`src/rtl/serial_xmtr_param.sv`:
```
// serial_xmtr_param
//   Parametrised framed serial transmitter. A parallel word is accepted on a
//   valid/ready handshake into a one-word holding register. The word is then
//   shifted out LSB-first as: start bit (0), WORD_SIZE data bits, an optional
//   parity bit, and STOP_BITS stop bits (1). Each bit lasts CLKS_PER_BIT clocks.
//   Because the holding register is separate from the shift register, a word
//   can wait while a frame is in flight. That word starts on the very edge that
//   ends the previous frame, so back-to-back frames have no idle gap.
//
// Parameters
//   WORD_SIZE     data bits per frame (1..32)
//   CLKS_PER_BIT  clocks per serial bit (>=1)
//   PARITY_MODE   0 none, 1 even, 2 odd, any other value behaves as none
//   STOP_BITS     stop bits per frame (1 or 2)
//
// Ports
//   i_clk            system clock, rising edge
//   i_reset          asynchronous active-high reset
//   i_data_bus       word to transmit
//   i_load_xmt_data  valid; word accepted when high while o_ready is high
//   o_ready          holding register empty
//   i_tx_enable      permits starting a new frame
//   o_serial_out     registered serial line, idle high
//   o_busy           frame in progress
//   o_done           one-cycle pulse after the edge that ends a frame
module serial_xmtr_param #(
  parameter int WORD_SIZE    = 8,
  parameter int CLKS_PER_BIT = 4,
  parameter int PARITY_MODE  = 0,
  parameter int STOP_BITS    = 1
) (
  input  logic                 i_clk,
  input  logic                 i_reset,
  input  logic [WORD_SIZE-1:0] i_data_bus,
  input  logic                 i_load_xmt_data,
  output logic                 o_ready,
  input  logic                 i_tx_enable,
  output logic                 o_serial_out,
  output logic                 o_busy,
  output logic                 o_done
);

  localparam int CNT_W = (CLKS_PER_BIT > 2) ? $clog2(CLKS_PER_BIT) : 1;
  localparam int BIT_W = (WORD_SIZE > 2) ? $clog2(WORD_SIZE) : 1;
  localparam bit HAS_PARITY = (PARITY_MODE == 1) || (PARITY_MODE == 2);
  localparam bit ODD_PARITY = (PARITY_MODE == 2);
  localparam logic [CNT_W-1:0] CNT_LAST  = CNT_W'(CLKS_PER_BIT - 1);
  localparam logic [BIT_W-1:0] DATA_LAST = BIT_W'(WORD_SIZE - 1);
  localparam logic [BIT_W-1:0] STOP_LAST = BIT_W'(STOP_BITS - 1);

  typedef enum logic [2:0] {
    ST_IDLE, ST_START, ST_DATA, ST_PARITY, ST_STOP
  } state_t;

  state_t               state_q, state_d;
  logic [CNT_W-1:0]     clk_cnt_q, clk_cnt_d;
  logic [BIT_W-1:0]     bit_cnt_q, bit_cnt_d;
  logic [WORD_SIZE-1:0] shift_q, shift_d;
  logic [WORD_SIZE-1:0] hold_q, hold_d;
  logic                 hold_full_q, hold_full_d;
  logic                 parity_q, parity_d;
  logic                 serial_q, serial_d;
  logic                 done_q, done_d;

  logic bit_end;
  logic last_data;
  logic last_stop;
  logic start_ok;
  logic frame_load;

  assign bit_end   = (clk_cnt_q == CNT_LAST);
  assign last_data = (bit_cnt_q == DATA_LAST);
  assign last_stop = (bit_cnt_q == STOP_LAST);
  assign start_ok  = hold_full_q && i_tx_enable;

  // State register and all datapath flops
  always_ff @(posedge i_clk or posedge i_reset) begin
    if (i_reset) begin
      state_q     <= ST_IDLE;
      clk_cnt_q   <= '0;
      bit_cnt_q   <= '0;
      shift_q     <= '0;
      hold_q      <= '0;
      hold_full_q <= 1'b0;
      parity_q    <= 1'b0;
      serial_q    <= 1'b1;
      done_q      <= 1'b0;
    end else begin
      state_q     <= state_d;
      clk_cnt_q   <= clk_cnt_d;
      bit_cnt_q   <= bit_cnt_d;
      shift_q     <= shift_d;
      hold_q      <= hold_d;
      hold_full_q <= hold_full_d;
      parity_q    <= parity_d;
      serial_q    <= serial_d;
      done_q      <= done_d;
    end
  end

  // Next-state logic
  always_comb begin
    state_d = state_q;
    unique case (state_q)
      ST_IDLE:   if (start_ok) state_d = ST_START;
      ST_START:  if (bit_end) state_d = ST_DATA;
      ST_DATA:   if (bit_end && last_data) state_d = HAS_PARITY ? ST_PARITY : ST_STOP;
      ST_PARITY: if (bit_end) state_d = ST_STOP;
      ST_STOP:   if (bit_end && last_stop) state_d = start_ok ? ST_START : ST_IDLE;
      default:   state_d = ST_IDLE;
    endcase
  end

  // A frame begins whenever START is entered from another state. START always
  // lasts a whole bit, so START->START never happens.
  assign frame_load = (state_d == ST_START) && (state_q != ST_START);

  // Datapath and output logic
  always_comb begin
    clk_cnt_d   = (state_q == ST_IDLE || bit_end) ? '0 : clk_cnt_q + CNT_W'(1);
    bit_cnt_d   = bit_cnt_q;
    shift_d     = shift_q;
    parity_d    = parity_q;
    hold_d      = hold_q;
    hold_full_d = hold_full_q;
    done_d      = (state_q == ST_STOP) && bit_end && last_stop;

    // The bit counter is reused to count data bits and stop bits.
    if (state_q == ST_IDLE) begin
      bit_cnt_d = '0;
    end else if (bit_end) begin
      if ((state_q == ST_DATA && !last_data) || (state_q == ST_STOP && !last_stop))
        bit_cnt_d = bit_cnt_q + BIT_W'(1);
      else
        bit_cnt_d = '0;
    end

    if (frame_load) begin
      shift_d     = hold_q;
      parity_d    = (^hold_q) ^ ODD_PARITY;
      hold_full_d = 1'b0;
    end else if (state_q == ST_DATA && bit_end && !last_data) begin
      shift_d = shift_q >> 1;
    end

    // frame_load requires a full register and a handshake requires an empty
    // one, so the two never collide on the same edge.
    if (i_load_xmt_data && !hold_full_q) begin
      hold_d      = i_data_bus;
      hold_full_d = 1'b1;
    end

    // The line is registered, so it is driven from the state being entered.
    unique case (state_d)
      ST_START:  serial_d = 1'b0;
      ST_DATA:   serial_d = shift_d[0];
      ST_PARITY: serial_d = parity_d;
      default:   serial_d = 1'b1;
    endcase
  end

  assign o_ready      = !hold_full_q;
  assign o_serial_out = serial_q;
  assign o_busy       = (state_q != ST_IDLE);
  assign o_done       = done_q;

endmodule

```
`config.mk`:
```
export PLATFORM = sky130hd
export DESIGN_NAME = serial_xmtr_param
export DESIGN_NICKNAME = d
export VERILOG_FILES = /design/src/rtl/serial_xmtr_param.sv
export SDC_FILE = /design/constraint.sdc
export NUM_CORES = 1
export LEC_CHECK = 0
export ABC_AREA = 1
export CAP_MARGIN = 25
export CORE_MARGIN = 2
export CORE_UTILIZATION = 45
export CTS_BUF_LIST = sky130_fd_sc_hd__clkbuf_4 sky130_fd_sc_hd__clkbuf_8 sky130_fd_sc_hd__clkbuf_16
export DETAILED_ROUTE_END_ITERATION = 10
export PLACE_DENSITY = 0.65
export SYNTH_ARGS = -nofsm -noshare
export SYNTH_HDL_FRONTEND = slang
export SYNTH_SLANG_ARGS = --single-unit
```
`constraint.sdc`:
```
create_clock -name i_clk -period 2.45 [get_ports i_clk]
set_input_delay 0.49 -clock i_clk [delete_from_list [all_inputs] [get_ports i_clk]]
set_output_delay 0.49 -clock i_clk [all_outputs]
set_load 0.05 [all_outputs]
```
# Yosys cells after proc, flatten, opt, wreduce, memory -nomap -nowiden
# Index checks and enable logic that the tools add are counted.
# word_totals
in_bits,12
regBits,28
output_inout_bits,4
# op_classes
n_eq_ne,10
mux,17
addsub,2
n_reduce_logical,23
# op_table
op,count
3-bit 2-to-1 mux,8
8-bit 2-to-1 mux,2
3-bit case mux with 5 select lines,1
3-bit by 2-bit == test with 1-bit output (second input constant),4
1-bit logical AND,11
8-bit XOR reduction,1
3-bit by 1-bit == test with 1-bit output (second input constant),2
3-bit == test (second input constant),2
3-bit zero test,2
2-bit nonzero test,3
1-bit 2-to-1 mux,4
3-bit by 1-bit adder with 3-bit output (second input constant),1
1-bit zero test,3
3-bit by 1-bit != test with 1-bit output (second input constant),1
1-bit case mux with 3 select lines,1
3-bit nonzero test,1
2-bit by 1-bit adder with 2-bit output (second input constant),1
2-bit == test (second input constant),1
1-bit logical OR,2
2-bit 2-to-1 mux,1

# Logic depth before layout (Yosys ltp)
# depth
depth_word,8
depth_mapped,12
mapped_depth_nobuf,11

# Worst setup path after synthesis
# OpenSTA, ideal clock, no wires.
# synth_path
path_kind,reg-to-reg
start,register bit_cnt_q[0]
end,register shift_q[1]
path_stages_with_launch,11
path_slack_ns,0.899
n_path_buf,0
synth_period_minus_slack_ns,1.551
t_arrival_ns,1.430
setup_time_ns,0.121
cell_sequence,dfrtp_1 -> ha_1 -> ha_1 -> nand2_1 -> inv_1 -> nor2_2 -> nor2_4 -> nand3_4 -> clkinv_2 -> nand2_1 -> nand3_2
# synth_between
elab_chain_cells,7
elab_cells_between_ends,13
cone_classes,2 x eq/ne; 4 x mux; 7 x reduce/logical
# synth_lines
item,line_no,text
start: declaration,57,"logic [BIT_W-1:0] bit_cnt_q, bit_cnt_d;"
start signal: assignment,91,bit_cnt_q <= bit_cnt_d;
3-bit == test or 3-bit zero test (tied branches),"72, 73",
"1-bit logical AND, on equally long branches","107, 109",
"3-bit 2-to-1 mux, on equally long branches","107, 109",
3-bit case mux with 5 select lines,104,unique case (state_q)
3-bit by 1-bit == test with 1-bit output,116,assign frame_load = (state_d == ST_START) && (state_q != ST_START);
1-bit logical AND,116,
8-bit 2-to-1 mux or 2-bit nonzero test (tied branches),--,
end signal: assignment,92,shift_q <= shift_d;
end: declaration,58,"logic [WORD_SIZE-1:0] shift_q, shift_d;"
# Several ways; a longest one is shown, not always the timed one.
# A chain may end at the register's enable or synchronous reset.

# Worst setup path after layout
# layout_path
start,register state_q[1]
end,output o_busy
# layout_between
elab_chain_cells,1
# layout_lines
item,line_no,text
start: declaration,55,"state_t state_q, state_d;"
start signal: assignment,89,state_q <= state_d;
3-bit nonzero test,164,assign o_busy = (state_q != ST_IDLE);
end: declaration,39,"output logic o_busy,"
# No other way between the ends.

==> results.cfg <==
[power]
vdd_drop_max_v = 0.0004431
powerDensity_nw_per_um2 = 1269
power_leakage_nw = 0.9712
total_power_mw = 2.310

[clock_network]
cts_buffer_depth = 2
cts.sinks = 28
cts_max_level = 1
cts_made_buffers = 3
postCtsHoldBufs = 0
path_clk_slew_ns = 0.15
post_cts_buffers = 0
cts_tree = yes
ctsRootBufferMaster = clkbuf_4
cts_resized = 0
insertion_delay_ns = 0.34

[timing]
fin_tns_setup_ns = 0
setup_violations = 0
rsz0062_at_grt = no
maxSlewHeadroom = 0.6634
fin_crit_ns = 2.313
fin_skew_ns = 0.006546
fin_crit_sh = 0.9439
finalHoldViolCount = 0
worstMarginPinSlew_ns = 0.5034
hold_slack_ns = 0.4527
slew_violations = 0
fmaxAchievable_mhz = 432.4

[routing]
drt-initial-drc-count = 69
final_antenna_net_count = 0
vias = 1290
drt_drc_violations_left = 0
drt-vias-per-instance = 4.868
wl_per_cell_um = 11.18
dr.pass1.iters = 4
wl_um = 2963

[status]
status = finished, final reports clean

[die]
start_util = 0.4710
row_count = 21
core_um2 = 3363
io_pins = 16
die_w_um = 63.33
die-height_um = 63.33
die_area_um2 = 4011

[yosys]
synth_mux_area_frac = 0
synth-compound-area-share = 0.05766
ys_seq_area_frac = 0.4431
synth_xor_area_frac = 0
ys_warn_count = 0
synth_top_family_by_area = simple AND/OR/NAND/NOR gates
synth_fa_ha_area_frac = 0.03160
yosys.area_share.simple = 0.3847
synth_seq_cells = 28
synth_area_um2 = 1584
synth_fp_nets = 217
avgSynthCellArea_um2 = 7.881
synth_cells = 201
synth.distinct_cells = 25

[critical_path]
reg2reg_depth = 9
cp_max_fo = 6
end_kind = output port
r2r-start = clk_cnt_q[0]$_DFF_PP0_
crit_type = reg -> out
reg2reg_setup_slack_ns = 0.61
arrival_ns = 1.82
crit_start = state_q[1]$_DFF_PP0_
required_ns = 1.96
r2r-end = shift_q[3]$_DFFE_PP0P_
crit_end = o_busy
startpoint_type = flop

[grt]
grt_pass1_wl_um = 5168
overflow = 0
antenna_found_initial = 0
grt_usage = 0.1596
grt_max_degree = 29
grt_pass1_vias = 1215

[final_layout]
drive_above_1_share = 0.1781
syn_to_final_growth_pct = 14.93
seqCellArea_um2 = 701.9
final_nets = 236
fill_cells = 338
post-route-util = 0.5413
multiInputGateArea_um2 = 750.7
antenna_cells = 0
finalInstanceArea_um2 = 1821

[placed_design]
portBuffers = 15
place_congestion = 0.7919
place_area_um2 = 1784
dp_hpwl_um = 2270

[job]
cap_violations = 0

[hold_path]
hold_path.class = reg -> reg
## layout make-up
class                           count  area share
Multi-Input combinational cell    141      0.4124
Timing Repair Buffer               16     0.08660
Sequential cell                    28      0.3856
Inverter                           30     0.06392
Clock buffer                        4     0.01993
Tap cell                           46     0.03162
## placed cells by master (no fill, tap or decap), drive strengths merged, types with 4 or more instances in the layout
| cell | netlist | layout |
|---|---|---|
| a21oi | 9 | 9 |
| nor2 | 20 | 20 |
| o21ai | 6 | 6 |
| nand3 | 21 | 21 |
| nand4 | 4 | 4 |
| clkbuf | 1 | 4 |
| ha | 4 | 4 |
| clkdlybuf4s50 | 0 | 15 |
| dfrtp | 27 | 27 |
| nand2 | 73 | 73 |
| inv | 29 | 29 |
## report_power, final
part | total (mW) | switching [mW] | internal, mW
combinational | 1.26 | 0.814 | 0.444
clock | 0.233 | 0.142 | 0.0912
sequential | 0.819 | 0.154 | 0.664
## sequential cells by signal, summed over array words and instances (netlist names)
name and flops:
hold_q 8, parity_q 1, state_q 3, o_serial_out 1, clk_cnt_q 2, hold_full_q 1, o_done 1, bit_cnt_q 3
shift_q 8
## worst min path at each step
stage / depth (start not counted) / start / to / slack, ns
2_1_floorplan: 1 / clk_cnt_q[0]$_DFF_PP0_ / clk_cnt_q[0]$_DFF_PP0_ / 0.41
6_report: 1 / clk_cnt_q[0]$_DFF_PP0_ / clk_cnt_q[0]$_DFF_PP0_ / 0.45
4_1_cts: 1 / clk_cnt_q[0]$_DFF_PP0_ / clk_cnt_q[0]$_DFF_PP0_ / 0.46
3_5_place_dp: 1 / clk_cnt_q[0]$_DFF_PP0_ / clk_cnt_q[0]$_DFF_PP0_ / 0.44
3_3_place_gp: 1 / clk_cnt_q[0]$_DFF_PP0_ / clk_cnt_q[0]$_DFF_PP0_ / 0.42
5_1_grt: 1 / clk_cnt_q[0]$_DFF_PP0_ / clk_cnt_q[0]$_DFF_PP0_ / 0.48
## cells in the mapped netlist, drive strengths merged
| master | n | area share |
|---|---|---|
| nand2 | 73 | 0.20 |
| inv | 29 | 0.070 |
| dfrtp | 27 | 0.43 |
| nand3 | 21 | 0.10 |
| nor2 | 20 | 0.060 |
| a21oi | 9 | 0.028 |
| o21ai | 6 | 0.024 |
| ha | 4 | 0.032 |
| nand4 | 4 | 0.016 |
| and2 | 2 | 0.0079 |
| buf | 1 | 0.0071 |
| clkbuf | 1 | 0.0024 |
| clkinv | 1 | 0.0032 |
| dfstp | 1 | 0.017 |
| nor3 | 1 | 0.0032 |
| o221ai | 1 | 0.0055 |
## stage by stage
step / setup WS [ns] / instances
after floorplan: 0.8995 / 201
after global placement: 0.5843 / 261
after detailed placement: 0.5245 / 261
after CTS: 0.1325 / 265
after global routing: 0.04668 / 265
final: 0.1374 / 265
## per-layer routing
metal / GRT usage / share of wire / wire length (um) / up-vias
met5: 0 / 0 / 0 / -
met4: 0.04076 / 0.013 / 38 / 0
met3: 0.02143 / 0.025 / 75 / 5
met2: 0.2697 / 0.47 / 1406 / 18
met1: 0.2156 / 0.49 / 1444 / 606
li1: - / - / - / 661
## cell families after synthesis
family / Yosys count
simple gates: 121
buf+inv: 32
flops: 28
compound gates: 16
fa+ha+maj: 4
## critical path: stages, from the launching register on
cell and delay [ns]:
dfrtp_1 0.48, nor2_2 0.20, nand2_1 0.10, clkdlybuf4s50_1 0.71
No activity file was read; power rests on OpenSTA's default activity.
